===== config.mk =====
export PLATFORM = sky130hd
export DESIGN_NAME = lcd_bus_monitor_flat
export DESIGN_NICKNAME = d
export VERILOG_FILES = /design/src/rtl/lcd_bus_monitor_pkg.sv /design/src/rtl/lcd_bus_monitor_if.sv /design/src/rtl/lcd_bus_monitor_nibble_rx.sv /design/src/rtl/lcd_bus_monitor.sv /design/src/flat_wrapper.sv
export SDC_FILE = /design/constraint.sdc
export NUM_CORES = 1
export LEC_CHECK = 0
export CELL_PAD_IN_SITES_DETAIL_PLACEMENT = 1
export CELL_PAD_IN_SITES_GLOBAL_PLACEMENT = 1
export CORE_ASPECT_RATIO = 2
export CORE_UTILIZATION = 37
export CTS_CLUSTER_SIZE = 24
export DETAILED_ROUTE_END_ITERATION = 10
export PLACE_DENSITY_LB_ADDON = 0.12
export SETUP_SLACK_MARGIN = 0.02
export SLEW_MARGIN = 20
export SYNTH_ARGS = -nofsm -noshare
export SYNTH_HDL_FRONTEND = slang
export SYNTH_HIERARCHICAL = 1
export SYNTH_SLANG_ARGS = --single-unit

===== constraint.sdc =====
create_clock -name clk -period 2.93 [get_ports clk]
set_input_delay 0.4395 -clock clk [delete_from_list [all_inputs] [get_ports clk]]
set_output_delay 0.4395 -clock clk [all_outputs]
set_load 0.02 [all_outputs]

===== src/rtl/lcd_bus_monitor_pkg.sv =====
`default_nettype none
// ============================================================================
// Module   : lcd_pkg
// Purpose  : Shared opcodes, DDRAM map constants, FSM states and address step.
// Revision : 1.0
// ============================================================================
package lcd_pkg;

  localparam logic [7:0] CMD_CLEAR       = 8'h01;
  localparam logic [7:0] CMD_HOME        = 8'h02;
  localparam logic [7:0] CMD_ENTRY       = 8'h04;
  localparam logic [7:0] CMD_IGNORE_MASK = 8'h38;
  localparam logic [7:0] CMD_SET_CGRAM   = 8'h40;
  localparam logic [7:0] CMD_SET_DDRAM   = 8'h80;

  localparam logic [6:0] ROW_A_BASE = 7'h00;
  localparam logic [6:0] ROW_B_BASE = 7'h40;
  localparam logic [6:0] LINE_END   = 7'h27;
  localparam logic [6:0] LINE2_END  = 7'h67;

  localparam logic [7:0]   CHAR_SPACE = 8'h20;
  localparam logic [127:0] ROW_BLANK  = {16{CHAR_SPACE}};

  typedef logic [1:0] state_t;
  localparam state_t INIT8 = 2'd0;
  localparam state_t HI    = 2'd1;
  localparam state_t LO    = 2'd2;

  // Two-line DDRAM map: each line ends at base+0x27 and wraps into the other.
  function automatic logic [6:0] addr_step(input logic [6:0] addr, input logic inc);
    logic [6:0] nxt;
    if (inc) begin
      if (addr == LINE_END)        nxt = ROW_B_BASE;
      else if (addr == LINE2_END)  nxt = ROW_A_BASE;
      else                         nxt = addr + 7'd1;
    end else begin
      if (addr == ROW_A_BASE)      nxt = LINE2_END;
      else if (addr == ROW_B_BASE) nxt = LINE_END;
      else                         nxt = addr - 7'd1;
    end
    return nxt;
  endfunction

endpackage
`default_nettype wire


===== src/rtl/lcd_bus_monitor_if.sv =====
`default_nettype none
// ============================================================================
// Module   : lcd_bus_if
// Purpose  : HD44780 4-bit bus signals; master drives, slave observes.
// Revision : 1.0
// ============================================================================
interface lcd_bus_if;
  logic       LCD_E;
  logic       LCD_RS;
  logic       LCD_RW;
  logic [3:0] LCD_D;

  modport master (output LCD_E, output LCD_RS, output LCD_RW, output LCD_D);
  modport slave  (input  LCD_E, input  LCD_RS, input  LCD_RW, input  LCD_D);
endinterface
`default_nettype wire


===== src/rtl/lcd_bus_monitor_nibble_rx.sv =====
`default_nettype none
// ============================================================================
// Module   : lcd_nibble_rx
// Purpose  : E falling-edge detect, 8-bit init tracking and nibble pairing.
// Revision : 1.0
// ============================================================================
module lcd_nibble_rx
  import lcd_pkg::*;
#(
  parameter int NIBBLE_TIMEOUT = 2_000_000
) (
  input  logic       clk,
  input  logic       reset_n,
  lcd_bus_if.slave   bus,
  output logic       mode_4bit,
  output logic       byte_valid,
  output logic [7:0] rx_byte,
  output logic       rs,
  output logic       rw
);

  localparam int CW = $clog2(NIBBLE_TIMEOUT + 1);
  localparam logic [CW-1:0] CNT_LAST = CW'(NIBBLE_TIMEOUT - 1);

  logic          e_q;
  logic          fall;
  state_t        state;
  logic [3:0]    hi_nib;
  logic          hi_rs;
  logic          hi_rw;
  logic [CW-1:0] cnt;

  assign fall = e_q & ~bus.LCD_E;

  always_ff @(posedge clk) begin
    if (!reset_n) begin
      e_q        <= 1'b0;
      state      <= INIT8;
      mode_4bit  <= 1'b0;
      hi_nib     <= 4'h0;
      hi_rs      <= 1'b0;
      hi_rw      <= 1'b0;
      cnt        <= '0;
      byte_valid <= 1'b0;
      rx_byte    <= 8'h00;
      rs         <= 1'b0;
      rw         <= 1'b0;
    end else begin
      e_q        <= bus.LCD_E;
      byte_valid <= 1'b0;
      if (fall) cnt <= '0;
      case (state)
        INIT8: begin
          if (fall && bus.LCD_D == 4'h2 && !bus.LCD_RS) begin
            state     <= HI;
            mode_4bit <= 1'b1;
          end
        end
        HI: begin
          if (fall) begin
            hi_nib <= bus.LCD_D;
            hi_rs  <= bus.LCD_RS;
            hi_rw  <= bus.LCD_RW;
            state  <= LO;
          end
        end
        LO: begin
          if (fall) begin
            // A control-line change means the pair is broken; restart on this nibble.
            if (bus.LCD_RS != hi_rs || bus.LCD_RW != hi_rw) begin
              hi_nib <= bus.LCD_D;
              hi_rs  <= bus.LCD_RS;
              hi_rw  <= bus.LCD_RW;
            end else begin
              byte_valid <= 1'b1;
              rx_byte    <= {hi_nib, bus.LCD_D};
              rs         <= hi_rs;
              rw         <= hi_rw;
              state      <= HI;
            end
          end else if (cnt == CNT_LAST) begin
            state <= HI;
            cnt   <= '0;
          end else begin
            cnt <= cnt + 1'b1;
          end
        end
        default: state <= INIT8;
      endcase
    end
  end

endmodule
`default_nettype wire


===== src/rtl/lcd_bus_monitor.sv =====
`default_nettype none
// ============================================================================
// Module   : lcd_bus_monitor
// Purpose  : Passive HD44780 bus receiver keeping a shadow of both visible rows.
// Revision : 1.0
// ============================================================================
module lcd_bus_monitor
  import lcd_pkg::*;
#(
  parameter int NIBBLE_TIMEOUT = 2_000_000
) (
  input  logic         clk,
  input  logic         reset_n,
  lcd_bus_if.slave     bus,
  output logic [127:0] row_A,
  output logic [127:0] row_B,
  output logic         char_wr,
  output logic [6:0]   ddram_addr,
  output logic         mode_4bit
);

  logic       byte_valid;
  logic [7:0] rx_byte;
  logic       rs;
  logic       rw;
  logic       inc;
  logic       cg_sel;
  logic       is_cmd;
  logic       is_data;
  logic       wr_a;
  logic       wr_b;
  logic [3:0] col;

  lcd_nibble_rx #(.NIBBLE_TIMEOUT(NIBBLE_TIMEOUT)) u_rx (
    .clk        (clk),
    .reset_n    (reset_n),
    .bus        (bus),
    .mode_4bit  (mode_4bit),
    .byte_valid (byte_valid),
    .rx_byte    (rx_byte),
    .rs         (rs),
    .rw         (rw)
  );

  assign is_cmd  = byte_valid & ~rw & ~rs;
  assign is_data = byte_valid & ~rw & rs;
  assign col     = ddram_addr[3:0];
  assign wr_a    = is_data & ~cg_sel & (ddram_addr[6:4] == ROW_A_BASE[6:4]);
  assign wr_b    = is_data & ~cg_sel & (ddram_addr[6:4] == ROW_B_BASE[6:4]);

  always_ff @(posedge clk) begin
    if (!reset_n) begin
      row_A      <= ROW_BLANK;
      row_B      <= ROW_BLANK;
      ddram_addr <= 7'h00;
      inc        <= 1'b1;
      cg_sel     <= 1'b0;
      char_wr    <= 1'b0;
    end else begin
      char_wr <= 1'b0;
      if (is_cmd) begin
        if (|(rx_byte & CMD_SET_DDRAM)) begin
          ddram_addr <= rx_byte[6:0];
          cg_sel     <= 1'b0;
        end else if (|(rx_byte & CMD_SET_CGRAM)) begin
          cg_sel <= 1'b1;
        end else if (|(rx_byte & CMD_IGNORE_MASK)) begin
          // function set / display control / cursor shift: nothing to shadow
        end else if (|(rx_byte & CMD_ENTRY)) begin
          inc <= rx_byte[1];
        end else if (|(rx_byte & CMD_HOME)) begin
          ddram_addr <= 7'h00;
        end else if (|(rx_byte & CMD_CLEAR)) begin
          row_A      <= ROW_BLANK;
          row_B      <= ROW_BLANK;
          ddram_addr <= 7'h00;
          inc        <= 1'b1;
        end
      end
      if (is_data) begin
        char_wr    <= 1'b1;
        ddram_addr <= addr_step(ddram_addr, inc);
      end
      for (int i = 0; i < 16; i++) begin
        if (wr_a && col == 4'(i)) row_A[127-8*i -: 8] <= rx_byte;
        if (wr_b && col == 4'(i)) row_B[127-8*i -: 8] <= rx_byte;
      end
    end
  end

endmodule
`default_nettype wire


===== src/flat_wrapper.sv =====
// flat-port wrapper written by rule: the top's interface ports become plain ports
module lcd_bus_monitor_flat import lcd_pkg::*;
#(
  parameter int NIBBLE_TIMEOUT = 2_000_000
)
  (clk, reset_n, row_A, row_B, char_wr, ddram_addr, mode_4bit, bus_LCD_E, bus_LCD_RS, bus_LCD_RW, bus_LCD_D);
  lcd_bus_if bus_i ();
  input  logic clk;
  input  logic reset_n;
  output logic [127:0] row_A;
  output logic [127:0] row_B;
  output logic char_wr;
  output logic [6:0] ddram_addr;
  output logic mode_4bit;
  input wire logic [$bits(bus_i.LCD_E)-1:0] bus_LCD_E;
  input wire logic [$bits(bus_i.LCD_RS)-1:0] bus_LCD_RS;
  input wire logic [$bits(bus_i.LCD_RW)-1:0] bus_LCD_RW;
  input wire logic [$bits(bus_i.LCD_D)-1:0] bus_LCD_D;
  assign bus_i.LCD_E = bus_LCD_E;
  assign bus_i.LCD_RS = bus_LCD_RS;
  assign bus_i.LCD_RW = bus_LCD_RW;
  assign bus_i.LCD_D = bus_LCD_D;
  lcd_bus_monitor #(.NIBBLE_TIMEOUT(NIBBLE_TIMEOUT)) u_core (.clk(clk), .reset_n(reset_n), .bus(bus_i), .row_A(row_A), .row_B(row_B), .char_wr(char_wr), .ddram_addr(ddram_addr), .mode_4bit(mode_4bit));
endmodule

; ---- Yosys cells after proc, flatten, opt, wreduce, memory -nomap -nowiden
; Index checks and enable logic that the tools add are counted.
[word_totals]
out_inout_bits = 265
elab_cells = 491
ff_bits = 308
[op_classes]
n_reduce_logical = 150
addsub = 3
bitwise = 15
eq_ne = 195
muxes = 81
[ops]
columns = op, count
row1 = 128-bit 2-to-1 mux, 7
row2 = 2-bit by 1-bit != test with 1-bit output (second input constant), 129
row3 = 8-bit 2-to-1 mux, 32
row4 = 7-bit AND reduction, 32
row5 = 2-bit nonzero test, 68
row6 = 7-bit 2-to-1 mux, 13
row7 = 21-bit 2-to-1 mux, 4
row8 = 2-bit != test (second input constant), 36
row9 = 1-bit logical AND, 34
row10 = 4-bit == test (second input constant), 8
row11 = 21-bit by 1-bit adder with 21-bit output (second input constant), 1
row12 = 21-bit == test (second input constant), 1
row13 = 4-bit by 3-bit == test with 1-bit output (second input constant), 4
row14 = 7-bit == test (second input constant), 2
row15 = 1-bit 2-to-1 mux, 13
row16 = 4-bit by 2-bit == test with 1-bit output (second input constant), 3
row17 = 4-bit 2-to-1 mux, 3
row18 = 2-bit 2-to-1 mux, 5
row19 = 1-bit NOT, 8
row20 = 4-bit case mux with 2 select lines, 1
row21 = 4-bit AND reduction, 2
row22 = 7-bit by 1-bit adder with 7-bit output (second input constant), 1
row23 = 1-bit AND, 7
row24 = 7-bit by 6-bit == test with 1-bit output (second input constant), 1
row25 = 23 further kinds, 29

; ---- Longest topological paths before layout
[depth]
ltp_word = 8
mapped_depth = 8

; ---- Cells and area by module
; Netlist, hierarchy kept.
[by_module_without_submodules]
columns = mod, seq_area_each_um2, cells_each, n_inst, area_each_um2
row1 = lcd_bus_monitor, 5325.1, 959, 1, 9339.0
row2 = lcd_nibble_rx, 840.8, 226, 1, 1989.4

; ---- Worst setup path before layout
; Ideal clock, no wire load.
[synth_path]
path_type = reg2reg
start = register u_core.u_rx.rx_byte[5]
end = register u_core.row_A[19]
required_ns = 2.794
setup_time_ns = 0.136
slack_ns = 0.657
path_stages_with_launch = 8
period_less_slack_ns = 2.273
arrival_ns = 2.137
cell_sequence = dfxtp_1 or4_1 or4_4 or3_1 buf_6 buf_6 nand2_2 o22ai_1
[synth_between]
elab_chain_len = 3
[synth_lines]
columns = item, line_no
row1 = "start, declared", lcd_bus_monitor_nibble_rx.sv:17  ; output logic [7:0] rx_byte,
row2 = "start signal, assigned", lcd_bus_monitor_nibble_rx.sv:76  ; rx_byte <= {hi_nib, bus.LCD_D};
row3 = 3-bit OR reduction, lcd_bus_monitor.sv:67  ; end else if (|(rx_byte & CMD_IGNORE_MASK)) begin
row4 = 2-bit != test (no source line), n/a
row5 = 7-bit AND reduction (no source line), n/a
row6 = "end signal, assigned by index", lcd_bus_monitor.sv:85  ; if (wr_a && col == 4'(i)) row_A[127-8*i -: 8] <= rx_byte;
row7 = "end, declared", lcd_bus_monitor.sv:15  ; output logic [127:0] row_A,
; No other way between the ends.
; A chain may end at the register's enable or synchronous reset.

; ---- Worst setup path in the final report
[layout_path]
start = register u_core.u_rx.rx_byte[5]
end = register u_core.row_B[33]
[layout_between]
elab_chain_len = 3
[layout_lines]
columns = item, line_no
row1 = 3-bit OR reduction, lcd_bus_monitor.sv:67
row2 = 2-bit != test (no source line), n/a
row3 = 7-bit AND reduction (no source line), n/a
row4 = "end signal, assigned by index", lcd_bus_monitor.sv:86  ; if (wr_b && col == 4'(i)) row_B[127-8*i -: 8] <= rx_byte;
row5 = "end, declared", lcd_bus_monitor.sv:16  ; output logic [127:0] row_B,
; No other way between the ends.

==> summary.md <==
| Metric | Value |
|---|---|
| Outcome | `finished clean` |
| Port bufs | `about 270` |
| Critical path class | `reg2reg` |
| Mapped cell area | `0.0113 mm^2` |
| TNS Setup | `0 ns` |
| Drt drc | `0` |
| Max-cap violations | `0` |
| Hold_ws | `0.270 ns` |
| Worst hold-check path type | `in2reg` |
| Drt pass-1 iters | `5` |
| Slew at the pin with the worst max-slew slack | `0.817 ns` |
| First-pass GRT wire length | `between 60000 and 70000 um` |
| Post-CTS setup repair buffer count | `0` |
| Clock root cell | `clkbuf_16` |
| Placer Congestion | `0.793` |
| Post-synthesis sequential area ratio | `54.4%` |
| Final setup fails | `0` |
| FF+latch count, synth | `between 300 and 400` |
| Initial antenna violation count | `0` |
| Final hold violations | `0` |
| Die area | `0.0314 mm^2` |
| VDD IR-drop max | `449 uV` |
| Tmin final | `approximately 2.8 ns` |
| Yosys warning count | `6` |
| Fillers | `between 3000 and 4000` |
| LEAKAGE | `between 5 and 6 nW` |
| Layout cells sized above 1 | `a little under 8%` |
| Highest cell delay on the worst timing path | `0.55 ns` |
| WL/cell | `22.5 um` |
| Share of synthesized flip-flops with an asynchronous set or reset | `0%` |
| Hold path start | `reset_n` |
| Top achievable clock speed | `roughly 360 MHz` |
| Diodes inserted | `0` |
| Crit path launch type | `flop` |
| Gr usage total | `between 20% and 30%` |
| Syn_nets | `1200` |
| Clk_lat worst skew | `0.57 ns` |
| Setup crit end kind | `flop` |
| DIE WIDTH | `~130 um` |
| Total CTS buffers | `28` |
| WP data required | `3.34 ns` |
| Tcrit/Tclk final | `~94%` |
| Post-synth cell types | `between 60 and 70` |
| Post-synthesis cell count | `roughly 1200` |
| DP HPWL | `about 29000 um` |
| Worst Path Max Fanout | `24` |
| Post-CTS sizing | `0` |
| Initial drt markers | `just over 600` |
| Placed cells | `roughly 1800` |
| Fin. max-slew vios | `0` |
| Row count | `90` |
| Final worst slack | `around 0.16 ns` |
| Worst-path clk slew | `about 0.070 ns` |
| Total Nets Final | `1461` |
| Hold_buf cts | `0` |
| Crit path cell chain | `or4_1 > or4_4 > or3_2 > buf_4 > nand2_1 > o22ai_1` |
| CP max-delay cell | `or4_1` |
| Synthesized area per cell | `around 9.6 um^2` |
| Relative slew slack | `around 45%` |
| Pre-CTS setup slack | `around 0.23 ns` |
| DR vias | `between 10000 and 15000` |
| RR Startpoint | `u_core/u_rx/rx_byte[5]` |
| Die height | `between 200 and 250 um` |
| Critical Path AT | `3.18 ns` |
| DR vias/cell | `around 5.7` |
| Core area | `0.0302 mm^2` |
| Detailed Route WL | `between 40000 and 50000 um` |
| Total Power | `between 8 and 9 mW` |
| Largest net degree at the start of global routing | `150` |
| Worst Skew | `0.0256 ns` |
| Vias in the first global route | `between 10000 and 15000` |
| CTS tree | `yes` |
| Pwr dens | `between 500 and 600 mW/mm^2` |
| Grt ovf | `0` |
| RSZ-0062 raised after global routing | `no` |
| Final Non-Filler Cells | `1832` |
| H-tree Lvls | `1` |
| CP startpoint | `u_core/u_rx/rx_byte[5]` |
| CTS sink cnt | `between 300 and 400` |
| Post-synth top flop | `dfxtp_1` |
| Maximum clock path buffer count | `3` |
| Effective utilization at floorplan | `37.5%` |
| Post-synth EDFFs | `0` |
| Antenna viol nets, final | `0` |
| P&R area growth vs syn | `35.7%` |
| I/O pins | `274` |
-- synthesized netlist by cell type (3+ instances only) --
library cell	n	area share [%]
a21oi_1	10	0.44
a31oi_1	10	0.55
a32o_1	56	4.9
a32oi_1	11	0.85
and2_1	8	0.44
buf_1	9	0.30
buf_6	4	0.40
clkbuf_1	64	2.1
dfxtp_1	308	54
ha_1	6	0.66
inv_1	20	0.66
mux2i_1	20	1.8
nand2_1	228	7.6
nand2_2	15	0.83
nand2_4	5	0.50
nand2b_1	11	0.61
nand3_1	35	1.5
nand4_1	11	0.61
nor2_1	51	1.7
nor2b_1	8	0.44
nor3_1	9	0.40
nor3b_1	4	0.27
nor4_1	4	0.22
o211ai_1	3	0.20
o21ai_0	13	0.57
o22ai_1	170	9.4
o31ai_1	4	0.27
o32a_1	24	2.1
or3_1	6	0.33
or4_1	6	0.40
xor2_1	8	0.62
-- kinds of logic after synthesis --
group,Yosys count,share of synthesized area (%)
AND/OR/NAND/NOR,425,18.0
multiplexers,20,1.77
adder cells (fa/ha/maj),6,0.663
flip-flops,308,54.4
AO/OA/AOI/OAI,315,20.4
XOR/XNOR,9,0.696
buffers and inverters,102,3.99
-- worst paths after layout --
check | end | slack, ns | cells past startpoint
max reg2reg | u_core/row_B[33] | 0.16 | 6
max | u_core/row_B[33] | 0.16 | 6
min | u_core/row_A[59] | 0.27 | 3
min reg2reg | u_core/row_A[35] | 0.45 | 2
-- cell type report --
| class | count | area (um^2) | area share, % |
|---|---|---|---|
| multi-input combinational | 775 | 4710 | 30.7 |
| timing repair buffer | 313 | 3050 | 19.8 |
| tap | 368 | 460 | 3.00 |
| clock inverter | 3 | 47.5 | 0.309 |
| clock buffer | 45 | 866 | 5.63 |
| sequential | 308 | 6170 | 40.1 |
| inverter | 20 | 75.1 | 0.488 |
-- metrics by stage --
step	util (%)	area, um^2
after CTS	50.9	15400
final	50.9	15400
after detailed placement	47.9	14500
after global placement	47.9	14500
after global routing	50.9	15400
after floorplan	-	11300
-- state kept, by name (all words and copies together) (netlist names), 2 cells and up --
signal	count
u_core/row_A	128
u_core/row_B	128
u_core/u_rx/cnt	21
u_core/u_rx/rx_byte	8
u_core/ddram_addr	7
u_core/u_rx/hi_nib	4
u_core/u_rx/state	2
-- where the power goes --
group          total [mW]  internal [mW]  switching [mW]
combinational       0.129         0.0281           0.101
sequential           4.19           4.19        0.000415
clock                3.71           2.10            1.61
-- cell usage in the layout (no fill, tap or decap), types with 13 or more instances in the layout --
cell type        netlist  routed
a32o_1                56      56
nand2_2               15      15
mux2i_1               20      20
nand2_1              228     228
o22ai_1              170     170
dfxtp_1              308     308
nand3_1               35      35
o32a_1                24      24
clkbuf_16              0      29
inv_1                 20      20
o21ai_0               13      13
nor2_1                51      51
clkdlybuf4s50_1        0     272
buf_4                  0      39
-- routing by layer --
layer	track usage, %	up-vias	routed length, um
met5	0	-	0
met2	50.4	287	22800
met3	3.56	66	1890
met1	26.5	5106	15100
met4	10.9	0	1460
li1	-	4903	-
-- critical path: cells and delay by family (launching register included) --
| family | cells | cell delay, ns |
|---|---|---|
| AO/OA/AOI/OAI | 1 | 0.16 |
| buffers and inverters | 1 | 0.32 |
| flip-flops | 1 | 0.35 |
| AND/OR/NAND/NOR | 4 | 1.78 |
Power figures use the tool's default switching activity.
